==> config.mk <==
export PLATFORM = sky130hd
export DESIGN_NAME = blit_rdcap
export DESIGN_NICKNAME = d
export VERILOG_FILES = /design/src/rtl/blit_rdcap_pkg.sv /design/src/rtl/blit_tagfifo.sv /design/src/rtl/blit_rdcap.sv
export SDC_FILE = /design/constraint.sdc
export NUM_CORES = 1
export LEC_CHECK = 0
export CORE_MARGIN = 1
export CORE_UTILIZATION = 40
export CTS_BUF_LIST = sky130_fd_sc_hd__clkbuf_16
export CTS_CLUSTER_DIAMETER = 200
export DETAILED_ROUTE_END_ITERATION = 10
export HOLD_SLACK_MARGIN = 0.12
export PLACE_DENSITY_LB_ADDON = 0.3
export SLEW_MARGIN = 10
export SYNTH_ARGS = -nofsm -noshare
export SYNTH_HDL_FRONTEND = slang
export SYNTH_SLANG_ARGS = --single-unit
==> constraint.sdc <==
create_clock -name clk -period 15.4 [get_ports clk]
set_input_delay 2.31 -clock clk [delete_from_list [all_inputs] [get_ports clk]]
set_output_delay 2.31 -clock clk [all_outputs]
set_load 0.005 [all_outputs]
==> src/rtl/blit_rdcap_pkg.sv <==
// Shared blitter definitions: read-kind tags, tag type, default phrase width.
// Latency: n/a (constants and helpers only).
// Backpressure: n/a.
package blit_rdcap_pkg;

   localparam int DW_DEF = 64;

   typedef logic [2:0] tag_t;

   localparam tag_t TAG_SRC   = 3'd0;
   localparam tag_t TAG_SRCX  = 3'd1;
   localparam tag_t TAG_DST   = 3'd2;
   localparam tag_t TAG_DSTZ  = 3'd3;
   localparam tag_t TAG_SRCZ1 = 3'd4;
   localparam tag_t TAG_SRCZ2 = 3'd5;

   // Both source kinds shift the source history the same way.
   function automatic logic is_src(input tag_t t);
      return (t == TAG_SRC) || (t == TAG_SRCX);
   endfunction

endpackage

==> src/rtl/blit_tagfifo.sv <==
// Tag FIFO: DEPTH x 3-bit circular buffer holding the kind of each issued read.
// Latency: push visible at head the edge after it is written; head is combinational from state.
// Backpressure: none; push while full (no pop) is dropped and flagged ovf, pop while empty flagged unf.
//
// Ports: clk, reset (async, active-high); push/push_tag write side; pop consumes head;
//        head, count, full, empty status; ovf/unf are same-cycle error indications.
module blit_tagfifo
   import blit_rdcap_pkg::*;
#(
   parameter int DEPTH = 4,
   localparam int AW = $clog2(DEPTH)
) (
   input  logic          clk,
   input  logic          reset,
   input  logic          push,
   input  logic [2:0]    push_tag,
   input  logic          pop,
   output logic [2:0]    head,
   output logic [AW:0]   count,
   output logic          full,
   output logic          empty,
   output logic          ovf,
   output logic          unf
);

   localparam logic [AW:0] FULL_CNT = (AW+1)'(DEPTH);

   tag_t          mem [DEPTH];
   logic [AW-1:0] wr_ptr;
   logic [AW-1:0] rd_ptr;
   logic          do_push;
   logic          do_pop;

   assign empty = (count == '0);
   assign full  = (count == FULL_CNT);
   assign head  = mem[rd_ptr];

   assign do_pop  = pop & ~empty;
   // A pop in the same cycle frees the slot, so a push into a full FIFO still lands.
   assign do_push = push & (~full | pop);
   assign ovf     = push & full & ~pop;
   assign unf     = pop & empty;

   always_ff @(posedge clk or posedge reset) begin
      if (reset) begin
         wr_ptr <= '0;
         rd_ptr <= '0;
         count  <= '0;
         for (int i = 0; i < DEPTH; i++) begin
            mem[i] <= '0;
         end
      end else begin
         if (do_push) begin
            mem[wr_ptr] <= push_tag;
            wr_ptr      <= wr_ptr + 1'b1;
         end
         if (do_pop) begin
            rd_ptr <= rd_ptr + 1'b1;
         end
         case ({do_push, do_pop})
            2'b10:   count <= count + 1'b1;
            2'b01:   count <= count - 1'b1;
            default: count <= count;
         endcase
      end
   end

endmodule

==> src/rtl/blit_rdcap.sv <==
// Blitter read-data capture: steers each completed read phrase into its data register by issued kind.
// Latency: 1 clock from read_ack to data register / load pulse.
// Backpressure: none; tag overflow and ack-while-empty are dropped and recorded in sticky flags.
//
// Ports: clk, reset (async, active-high); rd_issue/rd_tag record a read; read_ack/data complete it;
//        clr_err clears sticky errors; srcd, srcd_prev, dstd, dstz, srcz1, srcz2 data registers;
//        ld_* one-cycle load pulses; tag_empty/tag_full/tag_count FIFO status; err_ovf/err_unf sticky.
module blit_rdcap
   import blit_rdcap_pkg::*;
#(
   parameter int DEPTH = 4,
   parameter int DW    = DW_DEF
) (
   input  logic                     clk,
   input  logic                     reset,
   input  logic                     rd_issue,
   input  logic [2:0]               rd_tag,
   input  logic                     read_ack,
   input  logic [DW-1:0]            data,
   input  logic                     clr_err,
   output logic [DW-1:0]            srcd,
   output logic [DW-1:0]            srcd_prev,
   output logic [DW-1:0]            dstd,
   output logic [DW-1:0]            dstz,
   output logic [DW-1:0]            srcz1,
   output logic [DW-1:0]            srcz2,
   output logic                     ld_src,
   output logic                     ld_dst,
   output logic                     ld_dstz,
   output logic                     ld_srcz,
   output logic                     tag_empty,
   output logic                     tag_full,
   output logic [$clog2(DEPTH):0]   tag_count,
   output logic                     err_ovf,
   output logic                     err_unf
);

   tag_t head;
   logic fifo_ovf;
   logic fifo_unf;
   logic pop_vld;
   logic sel_src;
   logic sel_dst;
   logic sel_dstz;
   logic sel_z1;
   logic sel_z2;

   blit_tagfifo #(.DEPTH(DEPTH)) u_tagfifo (
      .clk      (clk),
      .reset    (reset),
      .push     (rd_issue),
      .push_tag (rd_tag),
      .pop      (read_ack),
      .head     (head),
      .count    (tag_count),
      .full     (tag_full),
      .empty    (tag_empty),
      .ovf      (fifo_ovf),
      .unf      (fifo_unf)
   );

   // No bypass: an ack only steers data when a tag was already held before this edge.
   assign pop_vld = read_ack & ~tag_empty;

   // Reserved tags fall through with every select low: popped, data dropped silently.
   always_comb begin
      sel_src  = 1'b0;
      sel_dst  = 1'b0;
      sel_dstz = 1'b0;
      sel_z1   = 1'b0;
      sel_z2   = 1'b0;
      if (pop_vld) begin
         sel_src = is_src(head);
         case (head)
            TAG_DST:   sel_dst  = 1'b1;
            TAG_DSTZ:  sel_dstz = 1'b1;
            TAG_SRCZ1: sel_z1   = 1'b1;
            TAG_SRCZ2: sel_z2   = 1'b1;
            default:   ;
         endcase
      end
   end

   always_ff @(posedge clk or posedge reset) begin
      if (reset) begin
         srcd      <= '0;
         srcd_prev <= '0;
         dstd      <= '0;
         dstz      <= '0;
         srcz1     <= '0;
         srcz2     <= '0;
         ld_src    <= 1'b0;
         ld_dst    <= 1'b0;
         ld_dstz   <= 1'b0;
         ld_srcz   <= 1'b0;
      end else begin
         if (sel_src) begin
            srcd_prev <= srcd;
            srcd      <= data;
         end
         if (sel_dst)  dstd  <= data;
         if (sel_dstz) dstz  <= data;
         if (sel_z1)   srcz1 <= data;
         if (sel_z2)   srcz2 <= data;
         ld_src  <= sel_src;
         ld_dst  <= sel_dst;
         ld_dstz <= sel_dstz;
         ld_srcz <= sel_z1 | sel_z2;
      end
   end

   // Sticky errors: a new error in the clearing cycle keeps the flag set.
   always_ff @(posedge clk or posedge reset) begin
      if (reset) begin
         err_ovf <= 1'b0;
         err_unf <= 1'b0;
      end else begin
         err_ovf <= (err_ovf & ~clr_err) | fifo_ovf;
         err_unf <= (err_unf & ~clr_err) | fifo_unf;
      end
   end

endmodule
After elaboration in Yosys (flattened, before gate mapping). Index checks and enable logic that the tools add are counted.

Add/subtract/negate cells: 4. $mul: 0. Div/mod/pow operators: 0. $lt $le $gt $ge: 3. Equal/unequal tests: 8. Shift operators: 0. Mux-type cells: 16. Bitwise logic cells: 17. Reduce and logical (&&, ||, !) cells: 5.

Operator list (count): bitwise mux 12 bit (1); == test 3 bit (second input constant) (3); 2-to-1 mux 1 bit (9); 2-to-1 mux 3 bit (3); AND 1 bit (7); binary-select mux 3 bit (select 2 bit) (1); demux 3 bit (select 2 bit) (1); == test 3 x 2 -> 1 bit (second input constant) (2); greater-or-equal comparator 3 bit (second input constant) (2); logical NOT 3 bit (2); inverter 2 -> 3 bit (2); one-hot mux 3 bit (2 select lines) (1); adder 2 x 1 -> 2 bit (second input constant) (2); inverter 1 bit (4); bitwise OR 1 bit (4); adder 3 x 1 -> 3 bit (second input constant) (1); == test 3 x 1 -> 1 bit (second input constant) (1); < comparator 3 x 1 -> 1 bit (second input constant) (1); subtractor 3 x 1 -> 3 bit (second input constant) (1); == test 2 x 1 -> 1 bit (second input constant) (1); == test 2 bit (second input constant) (1); nonzero test 2 bit (1); logical AND 1 bit (1); logical OR 1 bit (1).

Bits in registers: 409. Bits in latches: 0. Memory bits (writable): 0. Bits in read-only memories: 0. Input port bits: 72. Output and inout port bits: 395. Word-level logic and storage cells: 72. Memories kept: 0.

Depth between registers and ports, before layout. Gate-level depths: netlist (run 1).

Depth after elaboration: 8. Depth in mapped cells: 9. Depth with buffers taken out: 8.

Hierarchy. From an unflattened synthesis (run 1), not the netlist that was laid out.

Cells, all modules: 899. Area total of the unflattened synthesis: 15942.8 um2.

By module, submodules not included: blit_rdcap (times used 1, cells each 827, area each 14976.9 um2, sequential area each 9759.4 um2); blit_tagfifo (times used 1, cells each 72, area each 965.9 um2, sequential area each 475.5 um2).

Worst setup path after synthesis (run 1). No wires, ideal clock.

Path type: input to register. From: input read_ack. To: register u_tagfifo.count[2]. Arrival: 4.166 ns. Required time: 15.321 ns. Slack: 11.155 ns. Cell stages on the path: 9. Cells stage by stage: or4b_2 clkbuf_1 nand2_1 ha_1 inv_1 fa_1 xor2_1 nor2_1 xor2_1.

Longest elaborated chain between the ends: 4. Elaborated cells on any way between the ends: 7.

Ends and longest elaborated chain: from (decl) (line blit_rdcap.sv:18) `input logic read_ack,`; bitwise OR 1 bit (line blit_tagfifo.sv:40) `assign do_push = push & (~full | pop);`; AND 1 bit (line blit_tagfifo.sv:40); == test 2 x 1 -> 1 bit / == test 2 bit (equally long branches) (line blit_tagfifo.sv:60) `case ({do_push, do_pop})`; one-hot mux 3 bit (2 select lines) / nonzero test 2 bit (equally long branches); to (signal assigned) (line blit_tagfifo.sv:61) `2'b10: count <= count + 1'b1;`; to (signal assigned) (line blit_tagfifo.sv:62) `2'b01: count <= count - 1'b1;`; to (signal assigned) (line blit_tagfifo.sv:63) `default: count <= count;`; to (decl) (line blit_tagfifo.sv:19) `output logic [AW:0] count,`.

Several ways; a longest one is shown, not always the timed one. A chain may end at the register's enable or synchronous reset.

Final worst setup path (run 1).
From: input read_ack. To: register dstd[47].

Longest elaborated chain between the ends: 2.

Ends and longest elaborated chain: AND 1 bit (line blit_rdcap.sv:63) `assign pop_vld = read_ack & ~tag_empty;`; named net pop_vld (line blit_rdcap.sv:41) `logic pop_vld;`; 2-to-1 mux 1 bit (line blit_rdcap.sv:72) `if (pop_vld) begin`; to (signal assigned) (line blit_rdcap.sv:101) `if (sel_dst) dstd <= data;`; to (decl) (line blit_rdcap.sv:23) `output logic [DW-1:0] dstd,`.

The timed path passes the listed nets, and every way through them passes these cells.

==> results of run 1 <==
kinds of logic after synthesis:
logic type	share of synthesized area, %
flops	65.76
mux	29.22
xor+xnor	0.3376
compound gates	0.2090
simple gates	0.7636
buf+inv	3.183
fa+ha+maj	0.5306
state kept, by name (all words and copies together), names as in the netlist:
| signal | cells |
|---|---|
| err_unf | 1 |
| dstd | 64 |
| dstz | 64 |
| ld_dst | 1 |
| u_tagfifo.count | 3 |
| srcd | 64 |
| srcz1 | 64 |
| srcd_prev | 64 |
| u_tagfifo.mem | 12 |
| ld_dstz | 1 |
| srcz2 | 64 |
| ld_srcz | 1 |
| u_tagfifo.rd_ptr | 2 |
| ld_src | 1 |
| err_ovf | 1 |
| u_tagfifo.wr_ptr | 2 |
worst max path at each step:
stage                        start  slack, ps                        to  cells past startpoint
final                     read_ack      10950      dstd[47]$_DFFE_PP0P_                      6
after global routing         reset      10630       dstz[6]$_DFFE_PP0P_                      4
after CTS                    reset      10950       dstz[5]$_DFFE_PP0P_                      4
after detailed placement     reset      10330  srcd_prev[3]$_DFFE_PP0P_                      4
after global placement       reset      10350  srcd_prev[3]$_DFFE_PP0P_                      4
after floorplan              reset       1710       dstd[0]$_DFFE_PP0P_                      1
metrics by stage:
stage / worst slack [ps] / hold slack [ps] / std cells / power, mW / util, %
finish: 10950 / 480.6 / 1913 / 5.202 / 57.40
floorplan: 1710 / 473.8 / 897 / 2.955 / -
detailed placement: 10330 / 473.7 / 1842 / 4.288 / 54.03
global placement: 10350 / 468.4 / 1842 / 4.231 / 54.03
global route: 10630 / 493.2 / 1913 / 5.508 / 57.40
CTS: 10950 / 485.9 / 1913 / 5.273 / 57.40
critical path, stage by stage:
cell and delay (ps):
sky130_fd_sc_hd__clkdlybuf4s50_1 540, sky130_fd_sc_hd__o31ai_4 140, sky130_fd_sc_hd__inv_1 180, sky130_fd_sc_hd__and4bb_4 640, sky130_fd_sc_hd__buf_4 570, sky130_fd_sc_hd__mux2_2 400
final cells by class:
class                           count  share of cell area, %
Clock inverter                     26                 0.7166
Inverter                           11                 0.2236
Clock buffer                       45                  5.159
Multi-Input combinational cell    433                  22.24
Timing Repair Buffer              478                  21.84
Tap cell                          511                  2.929
Sequential cell                   409                  46.89
routing by layer:
| layer | part of all wire (%) | vias up | track usage (%) |
|---|---|---|---|
| met5 | 0 | - | 0 |
| met4 | 2.1 | 0 | 5.783 |
| met3 | 8.5 | 46 | 7.038 |
| met2 | 49 | 300 | 32.38 |
| met1 | 41 | 4799 | 24.41 |
| li1 | - | 4142 | - |
placed cells by master (no fill, tap or decap):
cell type,n
sky130_fd_sc_hd__nor3b_1,1
sky130_fd_sc_hd__nor4b_4,1
sky130_fd_sc_hd__o21ai_0,1
sky130_fd_sc_hd__or4b_2,1
sky130_fd_sc_hd__mux2_2,288
sky130_fd_sc_hd__mux2i_1,1
sky130_fd_sc_hd__ha_1,5
sky130_fd_sc_hd__clkinv_1,9
sky130_fd_sc_hd__inv_8,1
sky130_fd_sc_hd__dfrtp_1,409
sky130_fd_sc_hd__clkbuf_16,45
sky130_fd_sc_hd__buf_4,11
sky130_fd_sc_hd__fa_1,1
sky130_fd_sc_hd__nor3_1,1
sky130_fd_sc_hd__mux2_1,109
sky130_fd_sc_hd__nor3_4,1
sky130_fd_sc_hd__clkdlybuf4s50_1,466
sky130_fd_sc_hd__nor2_1,1
sky130_fd_sc_hd__buf_12,1
sky130_fd_sc_hd__o31ai_4,1
sky130_fd_sc_hd__xnor2_1,4
sky130_fd_sc_hd__and3_1,1
sky130_fd_sc_hd__nand2_1,3
sky130_fd_sc_hd__nand4b_1,2
sky130_fd_sc_hd__clkinv_4,1
sky130_fd_sc_hd__clkinv_2,1
sky130_fd_sc_hd__mux4_2,3
sky130_fd_sc_hd__bufinv_16,2
sky130_fd_sc_hd__nand3_1,4
sky130_fd_sc_hd__o22ai_1,1
sky130_fd_sc_hd__inv_1,23
sky130_fd_sc_hd__xor2_1,2
sky130_fd_sc_hd__and4bb_4,1
where the power goes:
group	internal [mW]	switching [mW]
clock	0.554	0.402
sequential	1.64	0.313
combinational	1.51	0.789
==> metrics list, run 1 <==
- Outcome: finished clean
* Final setup violating endpoints: 0
* Sort of element at the start of the critical path: input pin
- Die outline area: ~40000 µm²
- Pwr/cell area: 238.3 nW/µm²
- Number of nets with antenna violations after routing: 0
* Crit path time final: between 4000 and 5000 ps
* Critical path fanouts, max: 35
- In this run the cell area measured after placement is just over 20000 µm².
- Number of unique standard cell types used by synthesis: 29
* Highest clock frequency the design can meet: 224.9 MHz
- Root buffer cell: sky130_fd_sc_hd__clkbuf_16
- Clock tree from TritonCTS: built
- Detailed routing inserted a total of approximately 9300 vias.
- Hold Path Cell Cnt: 1
* Post-DP HPWL: 27130 µm
- Area inside the core boundary: between 30000 and 40000 µm²
- Vias in the first global route: 9620
* Core Rows: 71
* Headroom to the max-slew limit: between 30 and 40%
* Routed wire length per instance: about 20 µm
- Fraction of final layout cells with drive strength greater than 1: between 20% and 30%
* Kind of capture point of the worst setup path: flop
- The clock reaches the later pin of the worst-skew pair after 550 ps.
* Data arrival time of the critical path: roughly 5000 ps
- Total number of yosys warnings: 0
- Largest net degree at the start of global routing: 160
* Most used standard cells in the synthesized netlist: sky130_fd_sc_hd__dfrtp_1, sky130_fd_sc_hd__mux2_2, sky130_fd_sc_hd__mux2_1
- At the end of routability-driven placement, the weighted congestion stood at between 0.7 and 0.8.
- Among all flip-flop cells after synthesis, the most frequent one is sky130_fd_sc_hd__dfrtp_1.
* Synthesized Nets: between 900 and 1000
- P&R area growth vs syn: 40.22%
- In this run, synthesis inferred 0 flip-flops with an integrated enable.
* Number of hold violations in the final report: 0
- The synthesized netlist occupies a cell area of around 16000 µm².
* Hold crit path type: flop to flop
- Global routing finished with a remaining overflow of 0.
- In the final timing run, aggregate negative setup slack is 0 ps.
- Synthesis inferred just over 400 register bits.
- Antenna diode count: 0
- Critical path data required time: 15830 ps
* Worst reg-to-reg path cell count: 4
- The startpoint identified for the worst hold timing path is srcz1[44]$_DFFE_PP0P_.
* Synth area leaders: sky130_fd_sc_hd__dfrtp_1, sky130_fd_sc_hd__mux2_2, sky130_fd_sc_hd__mux2_1, sky130_fd_sc_hd__buf_6, sky130_fd_sc_hd__buf_8
* Number of hold buffers added after CTS: 0
- Filler cells: roughly 3100
- The worst path uses about 29% of the clock period.
- The clock passes through at most 3 buffers.
* Reported leakage power: roughly 9.3 nW
- For this run, design rule violations remaining after detail routing come to 0.
- The first routing iteration left about 270 violations.
- The first detailed-routing pass ran for 4 iterations.
- Capture endpoint of the worst hold path: srcz1[44]$_DFFE_PP0P_
- The die is approximately 200 µm tall.
* Endpoint of the most critical register-to-register path: dstd[47]$_DFFE_PP0P_
- Most common cell in the synthesized netlist: sky130_fd_sc_hd__dfrtp_1
* Max IR drop VDD: 152.3 µV
* Reg2Reg Launch Point: u_tagfifo.rd_ptr[0]$_DFFE_PP0P_
- Post-Synthesis Mean Instance Area: roughly 17 µm²
* Share of the synthesized area in the top cell type: around two thirds
- Summed over all instances, the cell type with the most area after synthesis is sky130_fd_sc_hd__dfrtp_1.
- All-layer global routing usage: approximately a fifth
- Synthesized netlist cell count: ~900
- The initial utilization of the core area, before any placement, comes to 40.94%.
* Design Area, Final: around 22000 µm²
- The sequential cells in the finished layout cover a total of 10230 µm².
* Via-per-instance ratio: a little under 5
* Minimum setup slack among reg-to-reg paths: 12350 ps
- Port-buffer cells: roughly 470
- Postcts setup bufs: 0
- CTS built an H-tree with a depth of 2.
* Sequential area share after synthesis: between 60% and 70%
- Number of slew-limit violations in the final report: 0
* Final WL: roughly 40000 µm
- Gates resized during post-CTS repair numbered 0.
- Max-cap violations: 0
* Multi-input gate area in the final layout: 4853 µm²
- The number of antenna violations at the first check in global routing is 0.
* Share of flip-flops with an asynchronous set or reset: 100.0%
- The first global-routing pass estimated roughly 60000 µm of wire.
- The clock drives approximately 410 sinks.
- Clk slew on worst S/H paths: about 50 ps
- At the pin with the least slew margin, the transition time is just over 1000 ps.
* Number of nets in the layout: 1454
* Setup repair after global routing missed its margin: no
- Die Width: about 200 µm
- Startpoint-to-endpoint class of the critical path: input pin to flop
- Skew final: about 11 ps
* Number of I/O pins: 467
- In this run, CTS created clock tree buffers numbering 43.
Power figures use the tool's default switching activity.
==> inputs of run 2 (changes only) <==
- clock period: 15.4 -> 3.6 ns (I/O delays scaled with it)
==> run 2 against run 1 <==
  * Count of clock-buffer cells in the layout is the same
  * Hold slack worse by 31 ps
  * Combinational power rose to 4.4 times the previous value
  * Utilization rose by 0.66 points
  * Largest power group unchanged
==> metrics list, run 2 (synthesis results as in run 1) <==
- The flow ran to the end, and the final reports show no timing, DRC or antenna violations.
- Crit path launch: u_tagfifo.count[1]$_DFFE_PP0P_
- The number of fill cells was 3085 (-0.42%).
- Port-buffer cells: 466 (unchanged)
- Setup repair after global routing left no endpoint under its margin.
- The count of final setup violators came to 0 (unchanged).
- The footprint of the flip-flops and latches came to 10230 µm² (unchanged).
- The fraction of power consumed by the clock network is 18.1% (-0.3 points).
- The worst path required time came to 4080 ps (-11750 ps).
- The fraction of final layout cells with drive strength greater than 1 was 26.15% (+0.61 points).
* Total power: 22.38 mW (+330%)
* Crit path time final: around 2500 ps
- Hold crit path type: input pin to asynchronous set/reset pin
* Area inside the core boundary: 38020 µm² (unchanged)
- Quantity of gates resized following cts: 0 (unchanged)
* Aggregate negative setup slack: 0 ps (unchanged)
* Post-DP HPWL: 27980 µm (+3.1%)
- Wire length of the first global-routing pass: 60120 µm (+1.4%)
* Number of nets with antenna violations after routing: 0 (unchanged)
- Worst-case setup slack after placement: 564.1 ps (-9763 ps)
* Highest clock frequency the design can meet: around 400 MHz
- Critical path fanouts, max: 6 (-83%)
- Number of CTS-inserted buffers: 44 (+2.3%)
* Max-cap violations: 0 (unchanged)
- Headroom to the max-slew limit: 56.11% (+25 points)
- Number of DRC violations after detailed-routing iteration 0: 212 (-21%)
- The part of the power in combinational logic is 44.7% (+0.6 points).
- The via count came to 9412 (+1.3%).
- The final worst-path setup slack came to 1102 ps (-9853 ps).
* Postcts setup bufs: 0 (unchanged)
- Vias in the first global route: 9980 (+3.7%)
* Clk slew on worst S/H paths: 60 ps (about the same)
- The setup path with the least slack is of type flop to flop.
* Initial Utilization: 40.94% (unchanged)
- P&R area growth vs syn: 41.84%
- Core Rows: 71 (unchanged)
* Number of placed instances with taps included: 1852 (+0.54%)
- CTS HTree Levels: 2 (unchanged)
- The number of failing hold endpoints at the final stage is 0 (unchanged).
* Die Y: 199.3 µm (unchanged)
- Die Width: 199.3 µm (unchanged)
* Number of I/O pins: 467 (unchanged)
- The transition at the pin with the smallest max-transition slack was 656.9 ps (-378.1 ps).
* Routed wire length per instance: 20.50 µm (+0.56%)
* Minimum setup slack among reg-to-reg paths: 1100 ps (-11250 ps)
- After layout, the worst path uses 69.40% of the clock period.
- Maximum buffer depth of the clock tree: 3 (unchanged)
* Non-filler instance count after layout: 1930 (+0.89%)
- Root buffer cell: sky130_fd_sc_hd__clkbuf_16
- GP Congestion: 0.7517 (-3.1%)
* Largest net degree at the start of global routing: 76 (-53%)
- The startpoint identified for the worst register-to-register timing path is u_tagfifo.count[1]$_DFFE_PP0P_.
- The slowest stage of the critical path belongs to the cell sky130_fd_sc_hd__or4b_2.
- The number of antenna violations at the first check in global routing was 0 (unchanged).
- The total area of multi-input combinational cells was 4853 µm² (unchanged).
- The internal power of the cells came to 15.87 mW (+330%).
- Drt pass-1 iters: 4 (unchanged)
- In the layout the commonest cells are sky130_fd_sc_hd__clkdlybuf4s50_1, sky130_fd_sc_hd__dfrtp_1, sky130_fd_sc_hd__mux2_2.
* Number of hold buffers added after CTS: 0 (unchanged)
- Most frequent standard cell in the layout excluding fill and tap cells: sky130_fd_sc_hd__clkdlybuf4s50_1
- Crit path top cell by count: sky130_fd_sc_hd__xor2_1
- Die outline area: 39700 µm² (unchanged)
- Max IR drop VDD: 548.9 µV (+260%)
* DRC violations left: 0 (unchanged)
- The signal arrival time at the worst endpoint came to 2980 ps (-1890 ps).
- All-layer global routing usage: 20.03% (+0.30 points)
* Grt ovf: 0 (unchanged)
* Antenna diode count: 0 (unchanged)
* Switching power share of the total: 29.08% (+0.14 points)
- Kind of capture point of the worst setup path: flop
- Pwr/cell area: 1014 nW/µm² (+330%)
- Clock tree from TritonCTS: built
* Worst-Skew Late Latency: 560 ps (about the same)
- The clock tree skew after final layout came to 20.42 ps (+9.442 ps).
* Net switching power: 6.506 mW (+330%)
* Number of nets in the layout: 1465 (+0.76%)
* Sort of element at the start of the critical path: flop
- The leakage power total came to 9.370 nW (+1.0%).
* Slowest stage delay, CP: 770 ps (+130 ps)
- The via count normalized by instance count is 4.877 (+0.45%).
* Number of slew-limit violations in the final report: 0 (unchanged)
- The number of clock sinks was 409 (unchanged).
- Cells along the critical path: or4b_2 > nand2_1 > ha_1 > inv_1 > fa_1 > xor2_1 > nor2_1 > xor2_1
- The sum of routed wire length over all layers was 39570 µm (+1.4%).
- The proportion of power drawn by flip-flops and latches was 37.1% (-0.4 points).
run 2: cell types whose count changed in the layout (fill, tap and decap cells not counted):
cell	before	now
sky130_fd_sc_hd__inv_1	23	19
sky130_fd_sc_hd__clkinv_2	1	5
sky130_fd_sc_hd__bufinv_16	2	1
sky130_fd_sc_hd__inv_8	1	0
sky130_fd_sc_hd__clkinvlp_4	0	1
sky130_fd_sc_hd__buf_4	11	7
sky130_fd_sc_hd__clkinv_1	9	17
sky130_fd_sc_hd__buf_12	1	15
run 2: final cells by class:
class,instances,share of cell area [%]
flip-flops and latches,409,46.36
clock buffers,45,5.101
clock inverters,33,0.7311
well taps,511,2.896
inverters,11,0.2040
multi-input cells,433,21.98
repair buffers,488,22.73
run 2: stage by stage:
step / area, µm² / hold slack (ps) / util (%)
finish: 22080 / 449.1 / 58.07
global route: 22080 / 460.2 / 58.07
CTS: 22080 / 436.8 / 58.07
detailed placement: 20790 / 473.7 / 54.68
global placement: 20790 / 466.7 / 54.68
floorplan: 15570 / 473.8 / -
run 2: worst max-delay path, delay by kind of cell (launching register included):
kind / cells / cell delay (ps)
xor+xnor: 2 / 290
buf+inv: 1 / 60
simple gates: 3 / 1050
flops: 1 / 450
fa+ha+maj: 2 / 570
run 2: final timing paths:
check                           cells past startpoint                             end
worst max-delay path                                8  u_tagfifo.count[2]$_DFFE_PP0P_
worst min-delay path                                2           srcz2[38]$_DFFE_PP0P_
worst max register to register                      8  u_tagfifo.count[2]$_DFFE_PP0P_
worst min register to register                      1           srcz1[53]$_DFFE_PP0P_
max in group asynchronous                           4            dstd[46]$_DFFE_PP0P_
min in group clk                                    1           srcz1[53]$_DFFE_PP0P_
run 2: power by group through the flow:
stage          Combinational (mW)  Clock [mW]  Sequential, mW
2_1_floorplan                4.24           0            8.41
3_3_place_gp                 9.95           0            8.29
3_5_place_dp                 10.1           0            8.40
4_1_cts                      10.2        4.19            8.34
5_1_grt                      10.7        4.38            8.62
6_report                     10.0        4.06            8.31
run 2: layer usage:
metal / vias to the layer above / share of wire (%) / wire [µm] / track usage, %
li1: 4155 / - / - / -
met1: 4871 / 39 / 15410 / 23.74
met2: 315 / 49 / 19460 / 33.27
met3: 71 / 9.2 / 3642 / 7.848
met4: 0 / 2.7 / 1061 / 6.467
met5: - / 0 / 0 / 0
